### src/rtl/k2_pkg.sv
// Shared types and defaults for the K2 loadable program store.
package k2_pkg;

   typedef enum logic [1:0] {
      IDLE  = 2'd0,
      LOAD  = 2'd1,
      READY = 2'd2,
      RUN   = 2'd3
   } k2_ldr_state_t;

   // K2 NOP encoding, returned for addresses beyond the loaded program
   localparam logic [7:0] K2_FILL_DEFAULT = 8'h00;

endpackage

### src/rtl/k2_prog_ram.sv
// Program storage: synchronous write, asynchronous read, no reset on contents.
module k2_prog_ram #(
   parameter int unsigned INST_W = 8,
   parameter int unsigned ADDR_W = 4
)(
   input  logic              clk,
   input  logic              we,
   input  logic [ADDR_W-1:0] waddr,
   input  logic [INST_W-1:0] wdata,
   input  logic [ADDR_W-1:0] raddr,
   output logic [INST_W-1:0] rdata
);

   logic [INST_W-1:0] mem [2**ADDR_W];

   always_ff @(posedge clk) begin
      if (we) mem[waddr] <= wdata;
   end

   assign rdata = mem[raddr];

endmodule

### src/rtl/k2_program_loader.sv
// Loadable K2 program store: streams a program in, then releases the processor from reset.
module k2_program_loader
   import k2_pkg::*;
#(
   parameter int unsigned       INST_W = 8,
   parameter int unsigned       ADDR_W = 4,
   parameter logic [INST_W-1:0] FILL   = INST_W'(K2_FILL_DEFAULT)
)(
   input  logic              clk,
   input  logic              rst,
   input  logic              load_valid,
   output logic              load_ready,
   input  logic [INST_W-1:0] load_data,
   input  logic              load_last,
   input  logic              start,
   input  logic              abort,
   input  logic [ADDR_W-1:0] cpu_addr,
   output logic [INST_W-1:0] cpu_inst,
   output logic              cpu_rst_n,
   output logic [ADDR_W:0]   prog_len,
   output logic [INST_W-1:0] checksum,
   output logic              overflow,
   output logic [1:0]        state_o
);

   localparam int unsigned     DEPTH     = 2**ADDR_W;
   localparam logic [ADDR_W:0] LAST_SLOT = (ADDR_W+1)'(DEPTH-1);

   k2_ldr_state_t     state_q, state_d;
   logic [ADDR_W:0]   prog_len_q, prog_len_d;
   logic [INST_W-1:0] checksum_q, checksum_d;
   logic              overflow_q, overflow_d;
   logic              cpu_rst_n_q, cpu_rst_n_d;

   logic              load_ready_int;
   logic              beat;
   logic              wr_en;
   logic [ADDR_W:0]   base_len;
   logic [INST_W-1:0] base_ck;
   logic [INST_W-1:0] rd_data;

   always_ff @(posedge clk or posedge rst) begin
      if (rst) begin
         state_q     <= IDLE;
         prog_len_q  <= '0;
         checksum_q  <= '0;
         overflow_q  <= 1'b0;
         cpu_rst_n_q <= 1'b0;
      end else begin
         state_q     <= state_d;
         prog_len_q  <= prog_len_d;
         checksum_q  <= checksum_d;
         overflow_q  <= overflow_d;
         cpu_rst_n_q <= cpu_rst_n_d;
      end
   end

   // A beat accepted from IDLE starts a fresh program, so length/checksum restart from zero.
   always_comb begin
      state_d    = state_q;
      prog_len_d = prog_len_q;
      checksum_d = checksum_q;
      overflow_d = overflow_q;
      wr_en      = 1'b0;
      base_len   = (state_q == IDLE) ? '0 : prog_len_q;
      base_ck    = (state_q == IDLE) ? '0 : checksum_q;
      beat       = load_valid && load_ready_int && !abort;
      if (abort) begin
         state_d = IDLE;
         if (state_q == IDLE || state_q == LOAD) prog_len_d = '0;
      end else begin
         case (state_q)
            IDLE, LOAD: begin
               if (beat) begin
                  wr_en      = 1'b1;
                  prog_len_d = base_len + 1'b1;
                  checksum_d = base_ck ^ load_data;
                  overflow_d = (base_len == LAST_SLOT);
                  state_d    = (load_last || base_len == LAST_SLOT) ? READY : LOAD;
               end
            end
            READY:   if (start) state_d = RUN;
            RUN:     state_d = RUN;
            default: state_d = IDLE;
         endcase
      end
   end

   always_comb begin
      load_ready_int = (state_q == IDLE) || (state_q == LOAD);
      cpu_rst_n_d    = (state_q == RUN);
   end

   k2_prog_ram #(
      .INST_W (INST_W),
      .ADDR_W (ADDR_W)
   ) u_ram (
      .clk   (clk),
      .we    (wr_en),
      .waddr (base_len[ADDR_W-1:0]),
      .wdata (load_data),
      .raddr (cpu_addr),
      .rdata (rd_data)
   );

   assign cpu_inst   = ({1'b0, cpu_addr} < prog_len_q) ? rd_data : FILL;
   assign load_ready = load_ready_int;
   assign cpu_rst_n  = cpu_rst_n_q;
   assign prog_len   = prog_len_q;
   assign checksum   = checksum_q;
   assign overflow   = overflow_q;
   assign state_o    = state_q;

endmodule

### config.mk
export PLATFORM = sky130hd
export DESIGN_NAME = k2_program_loader
export DESIGN_NICKNAME = d
export VERILOG_FILES = /design/src/rtl/k2_pkg.sv /design/src/rtl/k2_prog_ram.sv /design/src/rtl/k2_program_loader.sv
export SDC_FILE = /design/constraint.sdc
export NUM_CORES = 1
export LEC_CHECK = 0
export ABC_AREA = 1
export BUFFER_PORTS_ARGS = -buffer_cell sky130_fd_sc_hd__buf_2
export CORE_ASPECT_RATIO = 1.2
export CORE_MARGIN = 2
export CORE_UTILIZATION = 45
export DETAILED_ROUTE_END_ITERATION = 8
export GPL_ROUTABILITY_DRIVEN = 0
export PLACE_DENSITY = 0.61
export SYNTH_ARGS = -nofsm -noshare
export SYNTH_HDL_FRONTEND = slang
export SYNTH_SLANG_ARGS = --single-unit
export TNS_END_PERCENT = 30
### constraint.sdc
create_clock -name clk -period 5.1 [get_ports clk]
set_input_delay 0.765 -clock clk [delete_from_list [all_inputs] [get_ports clk]]
set_output_delay 0.765 -clock clk [all_outputs]
set_load 0.02 [all_outputs]
==> qor_table.md, run 1 <==
| Result | This run | Unit |
| --- | --- | --- |
| Warning count from the yosys run | 0 | - |
| Placement Cell Area | 6440 | sq um |
| Worst slew margin relative to its limit | 0.197 | - |
| Post-synthesis cell count | 550 | - |
| Hold_ws | 414 | ps |
| Total Neg Setup Slack | 0 | ps |
| Max-cap violations | 0 | - |
| Number of global-route vias before repair | 4176 | - |
| Initial Utilization | 0.462 | - |
| Endpoint class of the critical path | output port | - |
| Routed len/inst | 18.9 | microns |
| Buffer type at the clock tree root | clkbuf_16 | - |
| Minimum clock period | 3400 | ps |
| Worst voltage drop across the vdd grid | 178 | uV |
| Pins over their slew limit | 0 | - |
| Number of buffers added by the clock tree synthesis step | 17 | - |
| Number of antenna cells inserted | 0 | - |
| Leading area contributor after synthesis | edfxtp_1 | - |
| Power Total | 0.00288 | W |
| Result of the run | complete, no violations | - |
| Worst-Margin Slew | 1200 | ps |
| Chain of cells forming the critical path | buf_2 > inv_1 > nand3_1 > nand3_1 > nand3_1 > nand2_1 > nor2_1 > buf_2 | - |
| Share of the core filled with cells | 0.530 | - |
| Most prevalent standard cell on the critical path | nand3_1 | - |
| Avg Synthesized Cell Area | 11.2 | sq um |
| Worst clock skew | 7.07 | ps |
| Final net count | 616 | - |
| Longest individual stage delay on the worst path | 860 | ps |
| Number of clock sinks | 145 | - |
| Sort of element at the start of the critical path | input pin | - |
| Wire length after detailed routing | 14.6 | mm |
| Core region area | 13300 | sq um |
| Per-cell via count in the routed design | 5.47 | - |
| RSZ-0062 raised after global routing | false | - |
| Number of cells on the worst reg-to-reg path | 5 | - |
| Cell family contributing the most delay on the critical path | buffers and inverters | - |
| Type of the setup path with the least slack | input pin to output port | - |
| Quantity of gates resized following cts | 0 | - |
| Required arrival time at the worst endpoint | 4340 | ps |
| Placed wire-length estimate after detailed placement | 9.04 | mm |
| Unique cell type count in the Yosys netlist | 22 | - |
| IO Port Bufs | 43 | - |
| Highest-delay cell along the critical path | inv_1 | - |
| Buffers from clock root to sink, at most | 2 | - |
| Number of endpoints with negative hold slack in the final report | 0 | - |
| Endpoint arrival time on the critical path | 2640 | ps |
| Overall overflow remaining after global route | 0 | - |
| Hold Crit Class | input pin to asynchronous set/reset pin | - |
| Boundary Pins | 44 | - |
| Mapped Nets | 576 | - |
| Count of unresolved DRC violations after routing | 0 | - |
| PD cells | 409 | nW/um^2 |
| Reg2Reg Setup Slack | 2730 | ps |
| Design Area, Final | 7050 | sq um |
| Post-CTS Hold Buffers | 0 | - |
| Max Clock Freq | 294 | MHz |
| Buf/Inv on CP | 3 | - |
| Register bit total from synthesis | 145 | - |
| # rows | 46 | - |
| Total iterations of the first detailed-routing run | 6 | - |
| Proportion of netlist area held by the largest area contributor | 0.626 | - |
| Combined global-route utilization of all metal layers | 0.207 | - |
| Setup bufs post-CTS | 0 | - |
| Level count of the clock H-tree | 4 | - |
| Die height | 132 | microns |
| Fillers | 1162 | - |
| Sequential area share after synthesis | 0.695 | - |
| Netlist Area Pre-Place | 6140 | sq um |
| Startpoint of the worst register-to-register path | state_o[1]$_DFFE_PP0P_ | - |
| Area added between synthesis and finish | 14.7 | % |
| Clock latency reported for the late side of the worst-skew pair | 430 | ps |
| Clock input transition at the sequential cells of the worst setup and hold paths | 60 | ps |
| Worst-path maximum fanout | 32 | - |
| First-pass GRT wire length | 23.0 | mm |
| Die width | 111 | microns |
| Cell types with the largest area share after synthesis | edfxtp_1 (63%), nand2_1 (11%), nand3_1 (9.1%) | - |
| Clock tree from TritonCTS | done | - |
| Total die area | 14600 | sq um |
| Cell leakage power | 2.72 | nW |
| Initial antenna violation count | 0 | - |
| Maximum number of pins on one net before global-route repair | 66 | - |
| Number of DRC markers in iteration 0 | 361 | - |
| Final worst-path cycle share | 0.668 | - |
| Routed via count | 4214 | - |
| Layout cell share with drive strength beyond 1 | 0.138 | - |
| Critical register-to-register path endpoint | u_ram.mem[1][1]$_DFFE_PP_ | - |
| Remaining antenna violation count | 0 | - |
| Final setup violation count | 0 | - |
==> cell type report <==
class,instances,area (sq um),share of cell area
Sequential cell,145,4270,0.606
Multi-Input combinational cell,358,1640,0.233
Clock buffer,21,526,0.0745
Timing Repair Buffer,46,238,0.0337
Tap cell,168,210,0.0298
Inverter,22,82.6,0.0117
Clock inverter,11,81.3,0.0115
==> worst max-delay path by stage <==
| stage | end | startpoint | cells past startpoint | slack (ps) |
|---|---|---|---|---|
| floorplan | cpu_inst[6] | cpu_addr[3] | 6 | 2520 |
| global placement | cpu_inst[0] | cpu_addr[1] | 8 | 1740 |
| detailed placement | cpu_inst[0] | cpu_addr[1] | 8 | 1720 |
| CTS | cpu_inst[0] | cpu_addr[1] | 8 | 1710 |
| global route | cpu_inst[0] | cpu_addr[0] | 10 | 1560 |
| finish | cpu_inst[0] | cpu_addr[1] | 8 | 1700 |
==> Yosys cell counts <==
master	number
nor2_1	30
dfrtp_1	17
nand2_1	178
nand4_1	1
nor3_1	1
ha_1	8
buf_6	3
a21oi_1	4
buf_4	4
inv_1	20
o211ai_1	1
o22ai_1	3
buf_1	1
clkbuf_1	3
xor2_1	8
edfxtp_1	128
buf_2	14
nor2_2	1
nor2_4	2
nand3_1	112
o21ai_0	9
inv_2	2
==> routing by layer <==
metal  share of wire  track usage
met1            0.42        0.269
met2            0.49        0.336
met3           0.067       0.0432
met4           0.030       0.0979
met5               0            0
==> cell families after synthesis <==
family / Yosys count / share of synthesized area
compound gates: 17 / 0.0149
buf+inv: 47 / 0.0377
fa+ha+maj: 8 / 0.0163
flops: 145 / 0.695
xor+xnor: 8 / 0.0114
simple gates: 325 / 0.225
==> power by group <==
group          leakage [nW]  internal, W  switching (W)
Clock                 0.303     0.000745       0.000498
Combinational          1.05    0.0000822       0.000200
Sequential             1.37      0.00133      0.0000245
Total                  2.72      0.00216       0.000723
==> state kept, by name, summed over array words and instances (netlist names) <==
| signal | cells |
|---|---|
| state_o | 2 |
| u_ram.mem | 128 |
| prog_len | 5 |
| cpu_rst_n | 1 |
| checksum | 8 |
| overflow | 1 |
==> cells in the final DEF (no fill, tap or decap), types with 8 or more instances in the layout <==
master     synthesis  routed
buf_2             14      43
clkbuf_16          0      21
dfrtp_1           17      17
edfxtp_1         128     128
ha_1               8       8
inv_1             20      20
nand2_1          178     178
nand3_1          112     112
nor2_1            30      30
o21ai_0            9       9
xor2_1             8       8
==> metrics by stage <==
step,worst slack [ps],cells
2_1_floorplan,2520,550
5_1_grt,1560,771
3_3_place_gp,1740,739
4_1_cts,1710,771
3_5_place_dp,1720,739
6_report,1700,771
(Power assumes the default switching activity.)
==> run 2: changes to the inputs <==
- PLACE_DENSITY: 0.61 -> 0.64
- clock period: 5.1 -> 3.1 ns (I/O delays scaled with it)
==> qor_table.md, run 2 (synthesis results as in run 1) <==
| Result | This run | Unit | Change |
| --- | --- | --- | --- |
| Largest register FFs | 128 | - | unchanged |
| Pins over their slew limit | 0 | - | unchanged |
| Sort of element at the start of the critical path | flip-flop | - |  |
| Final worst-path cycle share | 0.898 | - |  |
| Worst slew margin relative to its limit | 0.426 | - | +0.230 |
| Buffer type at the clock tree root | clkbuf_16 | - |  |
| Count of unresolved DRC violations after routing | 0 | - | unchanged |
| Final net count | 623 | - | +1.1% |
| Max Clock Freq | 359 | MHz |  |
| Clock input transition at the sequential cells of the worst setup and hold paths | 60 | ps | about the same |
| # rows | 46 | - | unchanged |
| Power Total | 0.00473 | W | +64% |
| Number of clock sinks | 145 | - | unchanged |
| Cell leakage power | 2.74 | nW | +0.72% |
| Maximum number of pins on one net before global-route repair | 66 | - | unchanged |
| Routed len/inst | 18.3 | microns | -3.5% |
| Minimum clock period | 2780 | ps |  |
| Initial antenna violation count | 0 | - | unchanged |
| Clock latency reported for the late side of the worst-skew pair | 410 | ps | -20 ps |
| Worst clock skew | 7.22 | ps | +0.144 ps |
| Met1 usage | 0.250 | - | -0.0190 |
| Level count of the clock H-tree | 4 | - | unchanged |
| Total iterations of the first detailed-routing run | 5 | - | -1 |
| Met2 demand-to-capacity share in global routing | 0.339 | - | +0.00307 |
| Number of buffers added by the clock tree synthesis step | 17 | - | unchanged |
| Die width | 111 | microns | unchanged |
| IO Port Bufs | 43 | - | unchanged |
| Quantity of gates resized following cts | 0 | - | unchanged |
| Area added between synthesis and finish | 15.8 | % |  |
| Type of the setup path with the least slack | flip-flop to output port | - |  |
| Endpoint arrival time on the critical path | 2320 | ps | -320 ps |
| Overall overflow remaining after global route | 0 | - | unchanged |
| Most frequent standard cell in the layout excluding fill and tap cells | nand2_1 | - |  |
| Hold_ws | 140 | ps | -273 ps |
| Endpoint class of the critical path | output port | - |  |
| Setup bufs post-CTS | 0 | - | unchanged |
| First-pass GRT wire length | 22.1 | mm | -3.6% |
| Per-cell via count in the routed design | 5.38 | - | -1.6% |
| Start point of the critical path | prog_len[3]$_DFFE_PP0P_ | - |  |
| Result of the run | complete, no violations | - |  |
| Buffers from clock root to sink, at most | 2 | - | unchanged |
| Initial Utilization | 0.462 | - | unchanged |
| Routed via count | 4184 | - | -0.71% |
| PD cells | 664 | nW/um^2 | +62% |
| Total die area | 14600 | sq um | unchanged |
| Placed wire-length estimate after detailed placement | 9.18 | mm | +1.6% |
| Number of global-route vias before repair | 4183 | - | +0.17% |
| Worst-Margin Slew | 857 | ps | -347 ps |
| Die height | 132 | microns | unchanged |
| Worst voltage drop across the vdd grid | 435 | uV | +140% |
| Boundary Pins | 44 | - | unchanged |
| Combined global-route utilization of all metal layers | 0.198 | - | -0.00913 |
| Core region area | 13300 | sq um | unchanged |
| RSZ-0062 raised after global routing | false | - |  |
| Leading cell types in the layout, fill and taps excluded | nand2_1 (178), edfxtp_1 (128), nand3_1 (112), buf_2 (43), nor2_1 (30) | - |  |
| Number of endpoints with negative hold slack in the final report | 0 | - | unchanged |
| Remaining antenna violation count | 0 | - | unchanged |
| Most heavily used metal layer in global routing | met2 | - |  |
| Final setup violation count | 0 | - | unchanged |
| Post-CTS Hold Buffers | 0 | - | unchanged |
| Wire length after detailed routing | 14.2 | mm | -2.6% |
| Number of antenna cells inserted | 0 | - | unchanged |
| Total Neg Setup Slack | 0 | ps | unchanged |
| Largest register by flop count | u_ram.mem | - |  |
| Max-cap violations | 0 | - | unchanged |
| Met3 Track Usage GR | 0.0400 | - | -0.00322 |
| Clock tree from TritonCTS | done | - |  |
| Required arrival time at the worst endpoint | 2630 | ps | -1710 ps |
| Hold Crit Class | input pin to asynchronous set/reset pin | - |  |
| Startpoint of the worst register-to-register path | state_o[1]$_DFFE_PP0P_ | - |  |
| Share of the core filled with cells | 0.535 | - | +0.00480 |
| Worst-path maximum fanout | 8 | - | -75% |
| Number of DRC markers in iteration 0 | 304 | - | -16% |
| Layout cell share with drive strength beyond 1 | 0.143 | - | +0.00498 |
-- run 2: changes by cell type in the layout (fill, tap and decap cells not counted), sizes merged --
cell      delta
clkinvlp     +3
bufinv       +3
inv          -7
clkinv       +4
buf          +7
clkbuf       -3
-- run 2: layout make-up --
cell class	count	area, sq um
sequential	145	4270
multi-input combinational	358	1640
tap	168	210
timing repair buffer	53	315
fill	1134	6180
clock buffer	18	429
inverter	22	82.6
clock inverter	14	164
-- run 2: through the flow --
step | area, sq um | setup slack [ps] | cells
3_3_place_gp | 6520 | 605 | 746
4_1_cts | 7110 | 317 | 778
3_5_place_dp | 6520 | 536 | 746
6_report | 7110 | 318 | 778
2_1_floorplan | 6140 | 1010 | 550
5_1_grt | 7110 | 180 | 778
-- run 2: per-layer routing --
metal,up-vias,wire (microns)
li1,1986,-
met4,0,347
met5,-,0
met2,134,7100
met1,2042,6010
met3,22,774
-- run 2: final timing paths --
path	to	slack [ps]	cells after the start
max in group asynchronous	overflow$_DFFE_PP0P_	2540	2
hold / removal	checksum[2]$_DFFE_PP0P_	140	2
hold reg to reg	overflow$_DFFE_PP0P_	470	2
min in group clk	state_o[1]$_DFFE_PP0P_	390	4
setup reg to reg	u_ram.mem[4][3]$_DFFE_PP_	850	5
setup / recovery	cpu_inst[4]	320	6
-- run 2: worst max-delay path, cell delays in order (launching register included) --
cell and delay, ps:
dfrtp_1 370, inv_1 130, ha_1 300, nand2_1 60, o211ai_1 710, nor2_1 140
buf_2 200
-- run 2: power by group --
part	internal (W)	switching, W
Clock	0.00126	0.000763
Sequential	0.00219	0.0000356
Combinational	0.000143	0.000333
Total	0.00359	0.00113
==> run 3: changes to the inputs <==
- BUFFER_PORTS_ARGS: -buffer_cell sky130_fd_sc_hd__buf_2 -> -buffer_cell sky130_fd_sc_hd__clkbuf_2
- RECOVER_POWER: not set -> 50
==> qor_table.md, run 3 (synthesis results as in run 1) <==
| Result | This run | Unit | Change |
| --- | --- | --- | --- |
| Number of buffers added by the clock tree synthesis step | 17 | - | unchanged |
| PD cells | 666 | nW/um^2 | +0.32% |
| Share of the core filled with cells | 0.534 | - | -0.000564 |
| Non-Filler Instances | 778 | - | unchanged |
| Max Clock Freq | 392 | MHz | +9.1% |
| Hold Crit Class | input pin to asynchronous set/reset pin | - |  |
| Buffer type at the clock tree root | clkbuf_16 | - |  |
| Setup ws final | 549 | ps | +232 ps |
| Level count of the clock H-tree | 4 | - | unchanged |
| Number of global-route vias before repair | 4089 | - | -2.2% |
| Critical register-to-register path endpoint | u_ram.mem[3][1]$_DFFE_PP_ | - |  |
| RSZ-0062 raised after global routing | false | - |  |
| Start point of the critical path | prog_len[3]$_DFFE_PP0P_ | - |  |
| Die height | 132 | microns | unchanged |
| Placement Cell Area | 6520 | sq um | unchanged |
| Logic depth of the worst path, buffers included | 9 | - | +3 |
| Setup bufs post-CTS | 0 | - | unchanged |
| Buf/Inv on CP | 3 | - | +1 |
| Total die area | 14600 | sq um | unchanged |
| Placed wire-length estimate after detailed placement | 9.42 | mm | +2.6% |
| Chain of cells forming the critical path | inv_1 > ha_1 > nand2_1 > nor2_1 > o21ai_0 > o211ai_1 > buf_4 > a21oi_1 > clkbuf_2 | - |  |
| Core region area | 13300 | sq um | unchanged |
| Initial Utilization | 0.462 | - | unchanged |
| Combined global-route utilization of all metal layers | 0.207 | - | +0.00872 |
| Cell leakage power | 2.70 | nW | -1.4% |
| Clock tree from TritonCTS | done | - |  |
| Total iterations of the first detailed-routing run | 4 | - | -1 |
| Worst voltage drop across the vdd grid | 462 | uV | +6.2% |
| Number of antenna cells inserted | 0 | - | unchanged |
| Number of cells on the worst reg-to-reg path | 5 | - | unchanged |
| Leading cell types in the layout, fill and taps excluded | nand2_1 (178), edfxtp_1 (128), nand3_1 (112), nor2_1 (30), clkbuf_2 (24) | - |  |
| Worst-path maximum fanout | 8 | - | unchanged |
| IO Port Bufs | 43 | - | unchanged |
| Result of the run | complete, no violations | - |  |
| Critical Path Sink | cpu_inst[6] | - |  |
| Reg2Reg Setup Slack | 710 | ps | -140 ps |
| Worst-Margin Slew | 1070 | ps | +215 ps |
| Worst setup slack after placement | 783 | ps | +247 ps |
| Fillers | 1175 | - | +3.6% |
| Largest register by flop count | u_ram.mem | - |  |
| Highest-delay cell along the critical path | dfrtp_1 | - |  |
| Longest individual stage delay on the worst path | 410 | ps | -300 ps |
| First-pass GRT wire length | 22.9 | mm | +3.7% |
| Cell family contributing the most delay on the critical path | buffers and inverters | - |  |
| Total instance count after detailed placement | 746 | - | unchanged |
| Number of clock sinks | 145 | - | unchanged |
| Die width | 111 | microns | unchanged |
| Number of DRC markers in iteration 0 | 350 | - | +15% |
| Remaining antenna violation count | 0 | - | unchanged |
| Final worst-path cycle share | 0.823 | - | -0.0748 |
| Layout cell share with drive strength beyond 1 | 0.115 | - | -0.0279 |
| Startpoint of the worst register-to-register path | state_o[1]$_DFFE_PP0P_ | - |  |
| Post-CTS Hold Buffers | 0 | - | unchanged |
| Max-cap violations | 0 | - | unchanged |
| Per-cell via count in the routed design | 5.43 | - | +0.91% |
| Quantity of gates resized following cts | 0 | - | unchanged |
| Final setup violation count | 0 | - | unchanged |
| Count of unresolved DRC violations after routing | 0 | - | unchanged |
| Most frequent standard cell in the layout excluding fill and tap cells | nand2_1 | - |  |
| Initial antenna violation count | 0 | - | unchanged |
| Routed via count | 4222 | - | +0.91% |
| Wire length after detailed routing | 14.9 | mm | +4.5% |
| Design Area, Final | 7110 | sq um | -0.11% |
| Buffers from clock root to sink, at most | 2 | - | unchanged |
| Overall overflow remaining after global route | 0 | - | unchanged |
| Minimum clock period | 2550 | ps | -232 ps |
| Worst clock skew | 8.80 | ps | +1.58 ps |
| Clock latency reported for the late side of the worst-skew pair | 420 | ps | about the same |
| Final net count | 623 | - | unchanged |
| Endpoint arrival time on the critical path | 2090 | ps | -230 ps |
| Largest register FFs | 128 | - | unchanged |
| Sort of element at the start of the critical path | flip-flop | - |  |
| Clock input transition at the sequential cells of the worst setup and hold paths | 60 | ps | about the same |
| Boundary Pins | 44 | - | unchanged |
| Worst slew margin relative to its limit | 0.285 | - | -0.141 |
| Endpoint class of the critical path | output port | - |  |
| Required arrival time at the worst endpoint | 2630 | ps | about the same |
| Routed len/inst | 19.1 | microns | +4.5% |
| Maximum number of pins on one net before global-route repair | 66 | - | unchanged |
| Number of endpoints with negative hold slack in the final report | 0 | - | unchanged |
| Total Neg Setup Slack | 0 | ps | unchanged |
| Pins over their slew limit | 0 | - | unchanged |
| Type of the setup path with the least slack | flip-flop to output port | - |  |
| # rows | 46 | - | unchanged |
| Area added between synthesis and finish | 15.7 | % |  |
## run 3: final cells by class
| cell class | instances | area [sq um] | area share |
|---|---|---|---|
| Clock buffer | 26 | 573 | 0.0806 |
| Tap cell | 168 | 210 | 0.0296 |
| Clock inverter | 6 | 36.3 | 0.00511 |
| Sequential cell | 145 | 4270 | 0.601 |
| Inverter | 22 | 82.6 | 0.0116 |
| Multi-Input combinational cell | 358 | 1640 | 0.231 |
| Timing Repair Buffer | 53 | 292 | 0.0410 |
## run 3: per-stage QoR
step                hold slack (ps)  power (W)
global placement                455    0.00274
detailed placement              467    0.00275
floorplan                       391    0.00256
CTS                             133    0.00478
finish                          114    0.00474
global route                    194    0.00489
## run 3: worst reg2reg max path: stages, from the launching register on
cell and delay (ps):
dfrtp_1 500, nor2_2 130, nor2_1 230, ha_1 220, nand2_1 130, nor2_1 780
## run 3: worst min-delay path by stage
stage | start | to | slack (ps) | depth (start not counted)
floorplan | rst | checksum[0]$_DFFE_PP0P_ | 390 | 1
global placement | overflow$_DFFE_PP0P_ | overflow$_DFFE_PP0P_ | 460 | 2
detailed placement | overflow$_DFFE_PP0P_ | overflow$_DFFE_PP0P_ | 470 | 2
CTS | rst | cpu_rst_n$_DFF_PP0_ | 130 | 2
global route | rst | checksum[6]$_DFFE_PP0P_ | 190 | 2
finish | rst | checksum[2]$_DFFE_PP0P_ | 110 | 2
## run 3: per-layer routing
layer | share of wire | GRT usage | wire length [microns] | up-vias
met4 | 0.013 | 0.0667 | 195 | 0
met1 | 0.42 | 0.276 | 6230 | 2055
met3 | 0.062 | 0.0441 | 921 | 17
met5 | 0 | 0 | 0 | -
met2 | 0.51 | 0.342 | 7520 | 163
li1 | - | - | - | 1987
## run 3: power by group
part	leakage (nW)	switching [W]	internal, W
clock network	0.308	0.000764	0.00127
logic	1.02	0.000338	0.000129
registers	1.37	0.0000389	0.00219
total	2.70	0.00114	0.00359
